### config.mk
export PLATFORM = sky130hd
export DESIGN_NAME = core_store_buffer_flat
export DESIGN_NICKNAME = d
export VERILOG_FILES = /design/src/rtl/core_store_buffer_if.sv /design/src/rtl/core_store_buffer.sv /design/src/flat_wrapper.sv
export SDC_FILE = /design/constraint.sdc
export NUM_CORES = 1
export LEC_CHECK = 0
export CORE_MARGIN = 1
export CORE_UTILIZATION = 45
export CTS_CLUSTER_SIZE = 30
export DETAILED_ROUTE_END_ITERATION = 16
export PLACE_DENSITY = 0.66
export SYNTH_ARGS = -nofsm -noshare
export SYNTH_HDL_FRONTEND = slang
export SYNTH_SLANG_ARGS = --single-unit
### constraint.sdc
create_clock -name clk -period 9.56 [get_ports clk]
set_clock_uncertainty 0.15 [all_clocks]
set_input_delay 2.39 -clock clk [delete_from_list [all_inputs] [get_ports clk]]
set_output_delay 2.39 -clock clk [all_outputs]
set_load 0.01 [all_outputs]
### src/rtl/core_store_buffer_if.sv
// Bundle between the execute stage, the store buffer and the data memory port.
// The slave modport is the store buffer; the master modport is the core/memory side.
interface core_store_buffer_if #(
  parameter int DEPTH  = 4,
  parameter int ADDR_W = 32,
  parameter int DATA_W = 32
);
  localparam int BE_W  = DATA_W / 8;
  localparam int CNT_W = $clog2(DEPTH) + 1;

  logic              st_valid;
  logic [ADDR_W-1:0] st_addr;
  logic [DATA_W-1:0] st_data;
  logic [BE_W-1:0]   st_be;
  logic              st_ready;

  logic              ld_valid;
  logic [ADDR_W-1:0] ld_addr;
  logic [BE_W-1:0]   ld_be;
  logic              ld_hit;
  logic [DATA_W-1:0] ld_data;
  logic              ld_stall;

  logic              mem_we;
  logic [ADDR_W-1:0] mem_addr;
  logic [DATA_W-1:0] mem_data;
  logic [BE_W-1:0]   mem_be;
  logic              mem_ready;

  logic              empty;
  logic [CNT_W-1:0]  count;

  modport slave (
    input  st_valid, st_addr, st_data, st_be,
    output st_ready,
    input  ld_valid, ld_addr, ld_be,
    output ld_hit, ld_data, ld_stall,
    output mem_we, mem_addr, mem_data, mem_be,
    input  mem_ready,
    output empty, count
  );

  modport master (
    output st_valid, st_addr, st_data, st_be,
    input  st_ready,
    output ld_valid, ld_addr, ld_be,
    input  ld_hit, ld_data, ld_stall,
    input  mem_we, mem_addr, mem_data, mem_be,
    output mem_ready,
    input  empty, count
  );
endinterface

### src/rtl/core_store_buffer.sv
// DEPTH-entry store FIFO between EX and the data memory port, with same-cycle
// store-to-load forwarding of the youngest matching bytes and partial-overlap stall.
module core_store_buffer #(
  parameter int DEPTH  = 4,
  parameter int ADDR_W = 32,
  parameter int DATA_W = 32
) (
  input logic                clk,
  input logic                reset,
  core_store_buffer_if.slave sb
);
  localparam int BE_W  = DATA_W / 8;
  localparam int PTR_W = $clog2(DEPTH);
  localparam int CNT_W = PTR_W + 1;
  localparam int OFF_W = $clog2(BE_W);

  logic [ADDR_W-1:0] addr_q [DEPTH];
  logic [ADDR_W-1:0] addr_d [DEPTH];
  logic [DATA_W-1:0] data_q [DEPTH];
  logic [DATA_W-1:0] data_d [DEPTH];
  logic [BE_W-1:0]   be_q   [DEPTH];
  logic [BE_W-1:0]   be_d   [DEPTH];
  logic [DEPTH-1:0]  valid_q, valid_d;
  logic [PTR_W-1:0]  hp_q, hp_d;
  logic [PTR_W-1:0]  tp_q, tp_d;
  logic [CNT_W-1:0]  count_q, count_d;

  logic              st_ready_s;
  logic              mem_we_s;
  logic              push_s;
  logic              pop_s;
  logic [BE_W-1:0]   covered_s;
  logic [DATA_W-1:0] fwd_data_s;

  // Full is judged on registered occupancy only, so a same-cycle pop never frees a slot.
  assign st_ready_s = (count_q != CNT_W'(DEPTH));
  assign mem_we_s   = (count_q != {CNT_W{1'b0}});
  assign push_s     = sb.st_valid & st_ready_s;
  assign pop_s      = mem_we_s & sb.mem_ready;

  // Next-state for FIFO storage, pointers and occupancy.
  always_comb begin
    hp_d    = hp_q;
    tp_d    = tp_q;
    count_d = count_q;
    valid_d = valid_q;
    addr_d  = addr_q;
    data_d  = data_q;
    be_d    = be_q;
    if (push_s) begin
      addr_d[tp_q]  = sb.st_addr;
      data_d[tp_q]  = sb.st_data;
      be_d[tp_q]    = sb.st_be;
      valid_d[tp_q] = 1'b1;
      tp_d          = tp_q + PTR_W'(1);
    end else begin
      tp_d = tp_q;
    end
    if (pop_s) begin
      valid_d[hp_q] = 1'b0;
      hp_d          = hp_q + PTR_W'(1);
    end else begin
      hp_d = hp_q;
    end
    case ({push_s, pop_s})
      2'b10:   count_d = count_q + CNT_W'(1);
      2'b01:   count_d = count_q - CNT_W'(1);
      default: count_d = count_q;
    endcase
  end

  // State registers; reset discards every buffered store.
  always_ff @(posedge clk) begin
    if (reset) begin
      hp_q    <= {PTR_W{1'b0}};
      tp_q    <= {PTR_W{1'b0}};
      count_q <= {CNT_W{1'b0}};
      valid_q <= {DEPTH{1'b0}};
      for (int k = 0; k < DEPTH; k++) begin
        addr_q[k] <= {ADDR_W{1'b0}};
        data_q[k] <= {DATA_W{1'b0}};
        be_q[k]   <= {BE_W{1'b0}};
      end
    end else begin
      hp_q    <= hp_d;
      tp_q    <= tp_d;
      count_q <= count_d;
      valid_q <= valid_d;
      addr_q  <= addr_d;
      data_q  <= data_d;
      be_q    <= be_d;
    end
  end

  // Forwarding walks oldest to youngest so later matches overwrite earlier bytes;
  // the store being accepted this cycle is applied last as the youngest candidate.
  always_comb begin
    logic [PTR_W-1:0] idx;
    idx        = hp_q;
    covered_s  = {BE_W{1'b0}};
    fwd_data_s = {DATA_W{1'b0}};
    if (sb.ld_valid) begin
      for (int k = 0; k < DEPTH; k++) begin
        idx = hp_q + PTR_W'(k);
        if (valid_q[idx] && (addr_q[idx][ADDR_W-1:OFF_W] == sb.ld_addr[ADDR_W-1:OFF_W])) begin
          for (int i = 0; i < BE_W; i++) begin
            if (be_q[idx][i] && sb.ld_be[i]) begin
              covered_s[i]         = 1'b1;
              fwd_data_s[8*i +: 8] = data_q[idx][8*i +: 8];
            end else begin
              covered_s[i] = covered_s[i];
            end
          end
        end else begin
          covered_s = covered_s;
        end
      end
      if (push_s && (sb.st_addr[ADDR_W-1:OFF_W] == sb.ld_addr[ADDR_W-1:OFF_W])) begin
        for (int i = 0; i < BE_W; i++) begin
          if (sb.st_be[i] && sb.ld_be[i]) begin
            covered_s[i]         = 1'b1;
            fwd_data_s[8*i +: 8] = sb.st_data[8*i +: 8];
          end else begin
            covered_s[i] = covered_s[i];
          end
        end
      end else begin
        covered_s = covered_s;
      end
    end else begin
      covered_s = {BE_W{1'b0}};
    end
  end

  assign sb.st_ready = st_ready_s;
  assign sb.mem_we   = mem_we_s;
  assign sb.mem_addr = addr_q[hp_q];
  assign sb.mem_data = data_q[hp_q];
  assign sb.mem_be   = be_q[hp_q];
  assign sb.empty    = ~mem_we_s;
  assign sb.count    = count_q;
  assign sb.ld_data  = fwd_data_s;
  assign sb.ld_hit   = sb.ld_valid & (covered_s == sb.ld_be) & (sb.ld_be != {BE_W{1'b0}});
  assign sb.ld_stall = sb.ld_valid & (covered_s != {BE_W{1'b0}}) & (covered_s != sb.ld_be);
endmodule

### src/flat_wrapper.sv
// flat-port wrapper written by rule: the top's interface ports become plain ports
module core_store_buffer_flat 
#(
  parameter int DEPTH  = 4,
  parameter int ADDR_W = 32,
  parameter int DATA_W = 32
)
  (clk, reset, sb_st_valid, sb_st_addr, sb_st_data, sb_st_be, sb_st_ready, sb_ld_valid, sb_ld_addr, sb_ld_be, sb_ld_hit, sb_ld_data, sb_ld_stall, sb_mem_we, sb_mem_addr, sb_mem_data, sb_mem_be, sb_mem_ready, sb_empty, sb_count);
  core_store_buffer_if #(.DEPTH(DEPTH), .ADDR_W(ADDR_W), .DATA_W(DATA_W)) sb_i ();
  input logic clk;
  input logic reset;
  input wire logic [$bits(sb_i.st_valid)-1:0] sb_st_valid;
  input wire logic [$bits(sb_i.st_addr)-1:0] sb_st_addr;
  input wire logic [$bits(sb_i.st_data)-1:0] sb_st_data;
  input wire logic [$bits(sb_i.st_be)-1:0] sb_st_be;
  output wire logic [$bits(sb_i.st_ready)-1:0] sb_st_ready;
  input wire logic [$bits(sb_i.ld_valid)-1:0] sb_ld_valid;
  input wire logic [$bits(sb_i.ld_addr)-1:0] sb_ld_addr;
  input wire logic [$bits(sb_i.ld_be)-1:0] sb_ld_be;
  output wire logic [$bits(sb_i.ld_hit)-1:0] sb_ld_hit;
  output wire logic [$bits(sb_i.ld_data)-1:0] sb_ld_data;
  output wire logic [$bits(sb_i.ld_stall)-1:0] sb_ld_stall;
  output wire logic [$bits(sb_i.mem_we)-1:0] sb_mem_we;
  output wire logic [$bits(sb_i.mem_addr)-1:0] sb_mem_addr;
  output wire logic [$bits(sb_i.mem_data)-1:0] sb_mem_data;
  output wire logic [$bits(sb_i.mem_be)-1:0] sb_mem_be;
  input wire logic [$bits(sb_i.mem_ready)-1:0] sb_mem_ready;
  output wire logic [$bits(sb_i.empty)-1:0] sb_empty;
  output wire logic [$bits(sb_i.count)-1:0] sb_count;
  assign sb_i.st_valid = sb_st_valid;
  assign sb_i.st_addr = sb_st_addr;
  assign sb_i.st_data = sb_st_data;
  assign sb_i.st_be = sb_st_be;
  assign sb_st_ready = sb_i.st_ready;
  assign sb_i.ld_valid = sb_ld_valid;
  assign sb_i.ld_addr = sb_ld_addr;
  assign sb_i.ld_be = sb_ld_be;
  assign sb_ld_hit = sb_i.ld_hit;
  assign sb_ld_data = sb_i.ld_data;
  assign sb_ld_stall = sb_i.ld_stall;
  assign sb_mem_we = sb_i.mem_we;
  assign sb_mem_addr = sb_i.mem_addr;
  assign sb_mem_data = sb_i.mem_data;
  assign sb_mem_be = sb_i.mem_be;
  assign sb_i.mem_ready = sb_mem_ready;
  assign sb_empty = sb_i.empty;
  assign sb_count = sb_i.count;
  core_store_buffer #(.DEPTH(DEPTH), .ADDR_W(ADDR_W), .DATA_W(DATA_W)) u_core (.clk(clk), .reset(reset), .sb(sb_i));
endmodule
# ---- Yosys cells after proc, flatten, opt, wreduce, memory -nomap -nowiden
# Cells that the tools add are included.
dict set report totals {
  word_cells 204
  inputBits 109
  register_bits 283
  out_inout_bits 108
}
dict set report op_classes {
  n_bitwise 15
  muxes 112
  magnitude_cmp 13
  n_reduce_logical 32
  addsub 6
  eq_ne 10
}
# op n
set ops {}
lappend ops {{32-bit two-way mux} 24}
lappend ops {{32-bit binary-select mux with 2-bit select} 8}
lappend ops {{128-bit bitwise mux} 2}
lappend ops {{8-bit two-way mux} 20}
lappend ops {{30-bit equality test} 5}
lappend ops {{4-bit two-way mux} 18}
lappend ops {{32-bit demux with 2-bit select} 1}
lappend ops {{4-bit binary-select mux with 2-bit select} 4}
lappend ops {{1-bit logical AND} 28}
lappend ops {{1-bit two-way mux} 26}
lappend ops {{16-bit bitwise mux} 1}
lappend ops {{3-bit >= comparator, second input constant} 5}
lappend ops {{2-bit by 3-bit < comparator with 1-bit output, second input constant} 5}
lappend ops {{2-bit inverter with 3-bit output} 5}
lappend ops {{1-bit binary-select mux with 2-bit select} 4}
lappend ops {{4-bit demux with 2-bit select} 1}
lappend ops {{4-bit nonzero test} 2}
lappend ops {{1-bit AND} 6}
lappend ops {{3-bit one-hot mux with 2 select lines} 1}
lappend ops {{2-bit by 1-bit adder with 2-bit output, second input constant} 2}
lappend ops {{2-bit adder, second input constant} 2}
lappend ops {{4-bit AND} 1}
lappend ops {{1-bit demux with 2-bit select} 2}
lappend ops {{4-bit equality test} 1}
lappend ops {{13 further kinds} 14}

# ---- Logic depth before layout (Yosys ltp)
# Gate-level depths: netlist of the first run.
dict set report logic_depth {
  depth_word 20
  ltp_mapped 24
}

# ---- Worst setup path after synthesis of the first run
# OpenSTA, ideal clock, no wires.
dict set report synth_path {
  path_type {in2out}
  start {input port sb_ld_addr[15]}
  end {output port sb_ld_stall}
  t_arrival_ns 5.181
  required_ns 7.020
  path_stages 10
  setup_slack_ns 1.839
  path_cell_list {buf_1 > xnor2_1 > or4_1 > a221oi_1 > nand4_1 > nor3_1 > or2_2 > buf_4 > nor4_1 > a311oi_1}
}
dict set report synth_via {
  elab_chain_cells 16
}
# item line
set synth_lines {}
lappend synth_lines {{start: declaration} flat_wrapper.sv:18} ;# input wire logic [$bits(sb_i.ld_addr)-1:0] sb_ld_addr;
lappend synth_lines {{30-bit equality test} core_store_buffer.sv:105} ;# if (valid_q[idx] && (addr_q[idx][ADDR_W-1:OFF_W] == sb.ld_addr[ADDR_W-1:OFF_W])) begin
lappend synth_lines {{1-bit logical AND} core_store_buffer.sv:105}
lappend synth_lines {{4-bit two-way mux} core_store_buffer.sv:105}
lappend synth_lines {{4-bit two-way mux} core_store_buffer.sv:102} ;# if (sb.ld_valid) begin
lappend synth_lines {{1-bit two-way mux} core_store_buffer.sv:107} ;# if (be_q[idx][i] && sb.ld_be[i]) begin
lappend synth_lines {{4-bit two-way mux} core_store_buffer.sv:105}
lappend synth_lines {{1-bit two-way mux} core_store_buffer.sv:107}
lappend synth_lines {{4-bit two-way mux} core_store_buffer.sv:105}
lappend synth_lines {{1-bit two-way mux} core_store_buffer.sv:107}
lappend synth_lines {{4-bit two-way mux} core_store_buffer.sv:105}
lappend synth_lines {{1-bit two-way mux} core_store_buffer.sv:120} ;# if (sb.st_be[i] && sb.ld_be[i]) begin
lappend synth_lines {{4-bit two-way mux (*)} core_store_buffer.sv:118} ;# if (push_s && (sb.st_addr[ADDR_W-1:OFF_W] == sb.ld_addr[ADDR_W-1:OFF_W])) begin
lappend synth_lines {{4-bit two-way mux (*)} core_store_buffer.sv:102}
lappend synth_lines {{4-bit nonzero test} core_store_buffer.sv:144} ;# assign sb.ld_stall = sb.ld_valid & (covered_s != {BE_W{1'b0}}) & (covered_s != sb.ld_be);
lappend synth_lines {{1-bit AND} core_store_buffer.sv:144}
lappend synth_lines {{1-bit AND (*)} core_store_buffer.sv:144}
lappend synth_lines {{end: declaration} flat_wrapper.sv:22} ;# output wire logic [$bits(sb_i.ld_stall)-1:0] sb_ld_stall;
# Every way passes the cells marked *; elsewhere a longest branch is shown, timed or not. The select of a mux whose other input is x is not followed.

# ---- Final worst setup path of the first run
dict set report layout_path {
  start {input port sb_ld_addr[14]}
  end {output port sb_ld_data[10]}
}
dict set report layout_via {
  elab_chain_cells 13
}
# item line
set layout_lines {}
lappend layout_lines {{30-bit equality test} core_store_buffer.sv:105}
lappend layout_lines {{1-bit logical AND} core_store_buffer.sv:105}
lappend layout_lines {{32-bit two-way mux} core_store_buffer.sv:105}
lappend layout_lines {{32-bit two-way mux} core_store_buffer.sv:102}
lappend layout_lines {{8-bit two-way mux} core_store_buffer.sv:107}
lappend layout_lines {{32-bit two-way mux} core_store_buffer.sv:105}
lappend layout_lines {{8-bit two-way mux} core_store_buffer.sv:107}
lappend layout_lines {{32-bit two-way mux} core_store_buffer.sv:105}
lappend layout_lines {{8-bit two-way mux} core_store_buffer.sv:107}
lappend layout_lines {{32-bit two-way mux} core_store_buffer.sv:105}
lappend layout_lines {{8-bit two-way mux} core_store_buffer.sv:120}
lappend layout_lines {{32-bit two-way mux (*)} core_store_buffer.sv:118}
lappend layout_lines {{32-bit two-way mux (*)} core_store_buffer.sv:102}
lappend layout_lines {{end: declaration} flat_wrapper.sv:21} ;# output wire logic [$bits(sb_i.ld_data)-1:0] sb_ld_data;
# Marked as above.

==> results of run 1 <==
==> routing by layer <==
metal	wire [um]	GRT usage (%)	up-vias
li1	-	-	8446
met1	29700	41.7	9511
met2	34700	49.2	1023
met3	6400	5.84	154
met4	2480	11.3	2
met5	13	0	-
==> per-stage QoR <==
stage / instance area (um2) / setup WS [ns]
4_1_cts: 24000 / 0.420
2_1_floorplan: 20500 / 1.84
3_5_place_dp: 22900 / 0.436
6_report: 24100 / 0.356
3_3_place_gp: 22900 / 0.420
5_1_grt: 24100 / 0.246
==> critical path: stages <==
cell	delay, ns
clkdlybuf4s50_1	0.76
nor2b_1	0.30
o2bb2ai_1	0.16
or4_1	0.50
nor3_1	0.19
nand4b_2	0.35
o32ai_2	0.63
buf_4	0.26
a221oi_1	0.06
o32ai_1	0.43
clkdlybuf4s50_1	0.62
==> worst paths after layout <==
path,endpoint,slack (ns),cells after the start
setup / recovery,sb_ld_data[10],0.36,11
setup reg to reg,u_core.sb.count[2],6.79,10
hold reg to reg,u_core.addr_q[1],0.31,2
hold / removal,u_core.addr_q[1],0.31,2
==> power by group through the flow <==
stage / clock network, mW / logic, mW / registers (mW)
2_1_floorplan: 0 / 1.65 / 1.38
3_3_place_gp: 0 / 2.14 / 1.41
3_5_place_dp: 0 / 2.17 / 1.43
4_1_cts: 1.38 / 2.17 / 1.40
5_1_grt: 1.44 / 2.31 / 1.42
6_report: 1.37 / 2.18 / 1.41
==> logic make-up (layout without fill, tap and decap cells) <==
logic type / after synthesis / after routing / synth area share [%]
AO/OA/AOI/OAI: 465 / 465 / 14.0
XOR/XNOR: 139 / 139 / 5.94
adder cells (fa/ha/maj): 10 / 10 / 0.647
buffers and inverters: 263 / 391 / 5.92
flip-flops: 283 / 283 / 27.6
multiplexers: 340 / 340 / 30.4
other: 0 / 6 / 0
AND/OR/NAND/NOR: 756 / 756 / 15.5
==> layout by cell type (no fill, tap or decap), drive strengths merged, types with 20 or more instances in the layout <==
cell	Yosys	layout
a21oi	289	289
a221oi	38	38
buf	75	56
clkbuf	128	47
clkdlybuf4s50	0	213
dfxtp	283	283
inv	60	62
mux2i	102	102
mux4	225	225
nand2	581	581
nand4	23	23
nor2	55	55
nor4	20	20
o21ai	36	36
o32ai	38	38
xnor2	105	105
xor2	34	34
==> flip-flops by register name, summed over array words and instances (netlist names) <==
signal	cells
u_core.addr_q	128
u_core.data_q	128
u_core.be_q	16
u_core.valid_q	4
u_core.sb.count	3
u_core.hp_q	2
u_core.tp_q	2
==> cell type report <==
class / count / area (um2)
fill: 3954 / 20500
multi-input combinational: 1710 / 13700
sequential: 283 / 5670
timing repair buffer: 270 / 2590
clock buffer: 46 / 987
tap: 592 / 741
inverter: 60 / 225
clock inverter: 15 / 171
antenna: 6 / 15.0
==> impl_metrics.yaml, run 1 <==
setup_path:
  worstPathRequired_ns: 7.02
  crit_path_end_kind: "output port"
  critPathLaunch: "sb_ld_addr[14]"
  crit_type: "primary input to output port"
  worstSetupStartpointType: "primary input"
  arrival_ns: 6.66
  cp_max_fo: 12
  timing.rr.start: "u_core.sb.count[0]"
timing:
  period_needed_ns: 9.20
  holdWs_ns: 0.305
  worst_pin_slew_ns: 1.13
  slew_violations: 0
  final_hold_viol_count: 0
  fin_setup_tns_ns: 0
  slew_headroom_pct: 24.5
  fmax_ghz: 0.109
  finalSetupViolCount: 0
  period_share_pct: 96.3
  grt_setup_unrepaired: "no"
floorplan:
  die_area_mm2: 0.0464
  initial_core_util_pct: 45.9
  die_w_um: 215
  die_h_um: 215
  core_area_mm2: 0.0446
  pin_count: 217
  rows: 77
place:
  gp_congestion: 0.976
  io_buffers: 214
  post-dp-hpwl_mm: 48.3
  place_inst: 2915
drt:
  wirelength_mm: 73.2
  post_drt_wl_per_cell_um: 24.6
  vias: 19100
  viasPerCell: 6.42
  drc: 0
  antenna_left: 0
  firstDrtPassIters: 6
  drtIter0Drc: 2198
power_and_ir_drop:
  p_int_mw: 3.07
  p_seq_share_pct: 28.4
  clkPwrFrac_pct: 27.6
  p_per_area_mw_per_mm2: 206
  pwr-share-comb_pct: 44.0
  switchingPower_mw: 1.89
  switching_share_pct: 38.1
  leakagePower_nw: 7.48
  ir_worst_vdd_uv: 194
  p_total_mw: 4.96
synth:
  avgSynthCellArea_um2: 9.08
  synth_area_mm2: 0.0205
  synth_flop_cell: "dfxtp_1"
  synth-edff-count: 0
  ys_types: 72
  netlist_instances: 2256
  synth_nets: 2375
  async_flop_share_pct: 0
  synth_top_area_share_pct: 27.6
  synthTopCellsByArea: "dfxtp_1 (28%), mux4_2 (25%), nand2_1 (11%), a21oi_1 (7.1%), mux2i_1 (5.0%)"
  synth_common_cells: "nand2_1 (581), a21oi_1 (289), dfxtp_1 (283)"
  synth_top_cell_by_area: "dfxtp_1"
  yosysWarnings: 0
  synthMostInstantiatedCell: "nand2_1"
  seq_area_frac_synth_pct: 27.6
  ys_ff_latch: 283
finish:
  fin_cells: 2982
  drive_above_1_share_pct: 16.1
  post-route-util_pct: 53.9
  finalNetCount: 2478
  syn2layout_area_growth_pct: 17.4
run_status:
  outcome: "finished clean"
global_routing:
  grt_antenna_before_repair: 6
  grt_pass1_wl_mm: 110
  grt_max_degree: 160
  gr-total-overflow: 0
  grt_pass1_vias: 18400
  grt_use_total_pct: 30.8
clock_tree:
  clkLatencyLatePin_ns: 0.56
  cts.sinks: 283
  cts_root_buffer: "clkbuf_16"
  postCtsHoldBufs: 0
  numCtsBuffers: 34
  cts_tree: "built"
  cts.repair.resized: 0
  htree_levels: 2
  cts_setup_buffers: 0
  max-clock-path-buffers: 3
  clkTransAtPathRegs_ns: 0.06
min_path:
  hold_class: "flip-flop to flip-flop"
  holdCritStartpoint: "u_core.addr_q[1]"
run:
  drv_cap: 0
(Power assumes the default switching activity.)
==> inputs of run 2 (changes only) <==
--- a/config.mk
+++ b/config.mk
@@ -10,6 +10,7 @@
 export CTS_CLUSTER_SIZE = 30
 export DETAILED_ROUTE_END_ITERATION = 16
 export PLACE_DENSITY = 0.66
+export SKIP_CTS_REPAIR_TIMING = 1
 export SYNTH_ARGS = -nofsm -noshare
 export SYNTH_HDL_FRONTEND = slang
 export SYNTH_SLANG_ARGS = --single-unit
==> constraint.sdc (replaced) <==
create_clock -name clk -period 10.5 [get_ports clk]
set_clock_uncertainty 0.15 [all_clocks]
set_input_delay 2.625 -clock clk [delete_from_list [all_inputs] [get_ports clk]]
set_output_delay 2.625 -clock clk [all_outputs]
set_load 0.01 [all_outputs]
==> impl_metrics.yaml, run 2 (synthesis gave the netlist of run 1 again) <==
clock_tree:
  clkTransAtPathRegs_ns: 0.06
  max-clock-path-buffers: 3
  htree_levels: 1
  cts.sinks: 283
  clkLatencyLatePin_ns: 0.61
  cts_tree: "built"
  numCtsBuffers: 31
  cts_root_buffer: "clkbuf_16"
timing:
  final_hold_viol_count: 0
  period_share_pct: 93.2
  fmax_ghz: 0.102
  finalSetupViolCount: 0
  holdWs_ns: 0.310
  period_needed_ns: 9.79
  slew_headroom_pct: 25.0
  grt_setup_unrepaired: "no"
  worst_pin_slew_ns: 1.13
  slew_violations: 0
  fin_setup_tns_ns: 0
setup_path:
  crit_chain: "clkdlybuf4s50_1 > inv_1 > a222oi_1 > a41oi_1 > a2111o_1 > or4b_1 > nor2_4 > nor3_1 > buf_4 > a221oi_1 > o32ai_1 > clkdlybuf4s50_1"
  crit_top_cell: "clkdlybuf4s50_1"
  crit_path_end_kind: "output port"
  r2r_cells: 4
  cp_max_fo: 9
  arrival_ns: 7.01
  crit_type: "primary input to output port"
  rrSetupSlack_ns: 7.32
  max_stage_delay_ns: 0.84
  worstSetupStartpointType: "primary input"
  slowest_stage: "clkdlybuf4s50_1"
  worstPathRequired_ns: 7.73
finish:
  fin_cells: 2961
  syn2layout_area_growth_pct: 16.2
  largestRegisters: "u_core.addr_q: 128 flops, u_core.data_q: 128 flops, u_core.be_q: 16 flops"
  most-common-layout-cells: "nand2_1 (577), a21oi_1 (289), dfxtp_1 (281)"
  post-route-util_pct: 53.4
  drive_above_1_share_pct: 15.5
  finalNetCount: 2462
  layout_commonest_cell: "nand2_1"
place:
  io_buffers: 214
  place_inst: 2902
  post-dp-hpwl_mm: 47.6
  gp_congestion: 1.00
floorplan:
  initial_core_util_pct: 45.9
  die_h_um: 215
  core_area_mm2: 0.0446
  die_w_um: 215
  rows: 77
  pin_count: 217
  die_area_mm2: 0.0464
run_status:
  outcome: "finished clean"
run:
  drv_cap: 0
min_path:
  hold_class: "flip-flop to flip-flop"
  hold_path_depth: 2
drt:
  drtIter0Drc: 2240
  post_drt_wl_per_cell_um: 24.5
  viasPerCell: 6.43
  firstDrtPassIters: 7
  antenna_left: 0
  wirelength_mm: 72.6
  vias: 19000
  drc: 0
global_routing:
  grt_max_degree: 137
  gr-total-overflow: 0
  grt_antenna_before_repair: 3
  grt_pass1_vias: 18000
  grt_pass1_wl_mm: 110
  grt_use_total_pct: 30.4
power_and_ir_drop:
  p_per_area_mw_per_mm2: 183
  ir_worst_vdd_uv: 239
  p_total_mw: 4.37
  leakagePower_nw: 7.34
[run 2: cell count changes in the layout (fill, tap and decap cells not counted)]
cell	before	now
buf_12	2	3
bufinv_16	3	1
clkbuf_8	8	7
inv_6	1	0
clkbuf_1	4	5
buf_4	54	40
clkinv_4	0	1
clkinvlp_4	1	3
clkbuf_16	35	31
diode_2	6	2
[run 2: where the power goes]
part / switching (mW) / internal [mW] / total (mW) / leakage, nW
combinational: 1.06 / 0.896 / 1.96 / 4.54
sequential: 0.149 / 1.17 / 1.32 / 2.30
clock: 0.482 / 0.610 / 1.09 / 0.495
total: 1.69 / 2.67 / 4.37 / 7.34
[run 2: per-stage QoR]
stage | area [um2] | setup slack [ns]
2_1_floorplan | 20500 | 2.31
5_1_grt | 23800 | 0.631
6_report | 23800 | 0.712
3_5_place_dp | 22800 | 0.812
3_3_place_gp | 22800 | 0.827
4_1_cts | 23800 | 0.814
[run 2: final timing paths]
| check | from | endpoint |
|---|---|---|
| setup / recovery | sb_ld_addr[26] | sb_ld_data[17] |
| hold / removal | u_core.addr_q[96] | u_core.addr_q[96] |
| setup reg to reg | u_core.hp_q[0] | u_core.valid_q[3] |
| hold reg to reg | u_core.addr_q[96] | u_core.addr_q[96] |
[run 2: final cells by class]
type,count,area [um2]
timing repair buffer,257,2510
clock buffer,42,877
antenna,2,5.00
inverter,60,225
fill,4070,20800
multi-input combinational,1710,13700
tap,592,741
sequential,283,5670
clock inverter,15,126
[run 2: critical path, delay by kind of cell]
| family | cells | cell delay, ns |
|---|---|---|
| AOI/OAI and AO/OA | 5 | 1.66 |
| buffers and inverters | 4 | 1.63 |
| and+or+nand+nor | 3 | 1.08 |
[run 2: metal layers]
layer / global-route usage, % / up-vias / routed length, um
li1: - / 8419 / -
met2: 49.3 / 1025 / 34300
met1: 42.1 / 9464 / 29700
met4: 10.0 / 2 / 2220
met5: 0 / - / 14
met3: 3.62 / 132 / 6260
==> inputs of run 3 (changes only) <==
--- a/config.mk
+++ b/config.mk
@@ -5,6 +5,7 @@
 export SDC_FILE = /design/constraint.sdc
 export NUM_CORES = 1
 export LEC_CHECK = 0
+export ABC_AREA = 1
 export CORE_MARGIN = 1
 export CORE_UTILIZATION = 45
 export CTS_CLUSTER_SIZE = 30
==> impl_metrics.yaml, run 3 <==
floorplan:
  die_area_mm2: 0.0481
  initial_core_util_pct: 45.6
  die_h_um: 219
  core_area_mm2: 0.0466
  rows: 79
  die_w_um: 219
  pin_count: 217
setup_path:
  worstSetupStartpointType: "flip-flop"
  r2r_cells: 8
  slowest_stage: "dfxtp_4"
  crit_path_end_kind: "output port"
  crit_top_cell: "nand2_1"
  arrival_ns: 6.64
  rrSetupSlack_ns: 7.43
  max_stage_delay_ns: 0.95
  timing.rr.start: "u_core.sb.count[0]"
  crit_family: "buffers and inverters"
  critical_path.reg2reg.endpoint: "u_core.data_q[9]"
  cp_max_fo: 84
  worstPathRequired_ns: 7.73
  crit_chain: "inv_4 > ha_4 > inv_4 > buf_4 > nand2_1 > nand2_1 > nand2_1 > inv_1 > nand2_1 > nor2_1 > nand2_1 > nor2_2 > nand3_1 > inv_1 > o21ai_0 > nand2_1 > nand2_1 > nand3_1 > a21oi_1 > clkdlybuf4s50_1"
  crit_type: "flip-flop to output port"
  critical_path_buf_inv_count: 6
clock_tree:
  numCtsBuffers: 37
  cts_tree: "built"
  htree_levels: 2
  cts.sinks: 283
  max-clock-path-buffers: 3
  clkTransAtPathRegs_ns: 0.06
  cts_root_buffer: "clkbuf_16"
  clkLatencyLatePin_ns: 0.57
synth:
  avgSynthCellArea_um2: 5.70
  synth_common_cells: "nand2_1 (1360), nand3_1 (429), nor2_1 (309)"
  synthTopCellsByArea: "dfxtp_1 (27%), nand2_1 (24%), nand3_1 (10%), o21ai_0 (6.6%), nor2_1 (5.5%)"
  synth_flop_cell: "dfxtp_1"
  synth-simple-area-share_pct: 42.7
  synth_area_mm2: 0.0212
  synth_top_family_by_area: "simple AND/OR/NAND/NOR gates"
  synth_compound_area_share_pct: 18.6
  synthMostInstantiatedCell: "nand2_1"
  synth_top_cell_by_area: "dfxtp_1"
  synthAdderAreaFrac_pct: 0.624
  yosysWarnings: 0
  synth_top_area_share_pct: 26.7
  ys_ff_latch: 283
  seq_area_frac_synth_pct: 26.7
  synth_xor_area_share_pct: 1.15
  synth_nets: 3847
  netlist_instances: 3728
  synth-edff-count: 0
  ys_types: 39
  synthMuxAreaShare_pct: 0
  async_flop_share_pct: 0
drt:
  firstDrtPassIters: 9
  viasPerCell: 5.67
  wirelength_mm: 86.4
  vias: 25000
  post_drt_wl_per_cell_um: 19.6
  drc: 0
  drtIter0Drc: 3030
  antenna_left: 0
timing:
  fin_setup_tns_ns: 0
  slew_headroom_pct: 26.1
  final_hold_viol_count: 0
  finalSetupViolCount: 0
  holdWs_ns: 0.312
  slew_violations: 0
  worst_pin_slew_ns: 1.11
  period_share_pct: 89.7
  fmax_ghz: 0.106
  grt_setup_unrepaired: "no"
  period_needed_ns: 9.42
global_routing:
  grt_antenna_before_repair: 5
  grt_max_degree: 260
  grt_pass1_vias: 21800
  grt_pass1_wl_mm: 131
  gr-total-overflow: 0
  grt_use_total_pct: 35.6
run:
  drv_cap: 0
finish:
  final_area_mm2: 0.0245
  syn2layout_area_growth_pct: 15.5
  most-common-layout-cells: "nand2_1 (1356), nand3_1 (429), nor2_1 (309)"
  finalNetCount: 3896
  drive_above_1_share_pct: 3.44
  nFillCells: 4856
  layout_commonest_cell: "nand2_1"
  largestRegisters: "u_core.addr_q: 128 flops, u_core.data_q: 128 flops, u_core.be_q: 16 flops"
place:
  io_buffers: 214
  post-dp-hpwl_mm: 60.8
  place_area_mm2: 0.0233
  gp_congestion: 1.06
min_path:
  holdCritStartpoint: "u_core.addr_q[33]"
  hold_class: "flip-flop to flip-flop"
  hold-path-endpoint: "u_core.addr_q[33]"
  hold_path_depth: 2
power_and_ir_drop:
  p_per_area_mw_per_mm2: 234
  ir_worst_vdd_uv: 182
  leakagePower_nw: 10.0
run_status:
  outcome: "finished clean"
-- run 3: cell count changes in the layout (fill, tap and decap cells not counted), moves of 39 or more --
cell      delta
nand2_1    +779
nand3_1    +414
nor2_1     +255
o21ai_0    +244
mux4_2     -225
inv_1      +222
a211oi_1   +125
a21oi_1    -108
xnor2_1    -104
mux2i_1    -102
o211ai_1    +39
-- run 3: final cells by class --
type / count / area (um2) / share of cell area (%)
antenna: 2 / 5.00 / 0.0204
inverter: 297 / 1120 / 4.58
clock inverter: 9 / 100 / 0.408
tap: 607 / 759 / 3.09
multi-input combinational: 2919 / 13400 / 54.8
timing repair buffer: 239 / 2350 / 9.56
clock buffer: 56 / 1090 / 4.43
sequential: 283 / 5670 / 23.1
-- run 3: cell families (layout without fill, tap and decap cells) --
kind of cell	count (synthesis)	in the layout
AND/OR/NAND/NOR	2196	2196
AO/OA/AOI/OAI	685	685
buffers and inverters	526	601
flip-flops	283	283
XOR/XNOR	28	28
adder cells (fa/ha/maj)	10	10
other	0	2
-- run 3: power breakdown --
part,leakage [nW],switching (mW),total (mW),internal [mW]
logic,7.14,2.20,3.16,0.964
clock network,0.585,0.533,1.28,0.744
registers,2.30,0.119,1.30,1.18
-- run 3: worst min-delay path, stage by stage, from the launching register on --
cell and delay (ns):
dfxtp_1 0.30, nand2_1 0.06, a21oi_1 0.05
-- run 3: metal layers --
layer  up-vias  share of wire [%]  track usage (%)
li1      12300                  -                -
met1     11300                 45             50.7
met2      1167                 41             51.4
met3       178                 11             9.27
met4         6                3.2             11.8
met5         -              0.053                0
-- run 3: worst max path at each step --
stage                              start              to  slack [ns]  depth (start not counted)
final                     u_core.hp_q[0]  sb_ld_data[30]        1.08                         20
after global routing      u_core.hp_q[0]  sb_ld_data[30]        0.72                         20
after CTS                 u_core.hp_q[0]  sb_ld_data[30]        1.20                         20
after detailed placement  sb_ld_addr[23]  sb_ld_data[18]        1.43                         17
after global placement    sb_ld_addr[23]  sb_ld_data[18]        1.38                         17
after floorplan           sb_ld_addr[10]       sb_ld_hit        3.43                         11
-- run 3: stage by stage --
stage | cells | total power [mW] | setup WS [ns] | utilization (%)
5_1_grt | 4412 | 6.10 | 0.721 | 52.7
3_5_place_dp | 4345 | 4.39 | 1.43 | 50.2
4_1_cts | 4410 | 5.66 | 1.20 | 52.7
6_report | 4412 | 5.74 | 1.08 | 52.7
3_3_place_gp | 4345 | 4.38 | 1.38 | 50.2
2_1_floorplan | 3728 | 3.36 | 3.43 | -
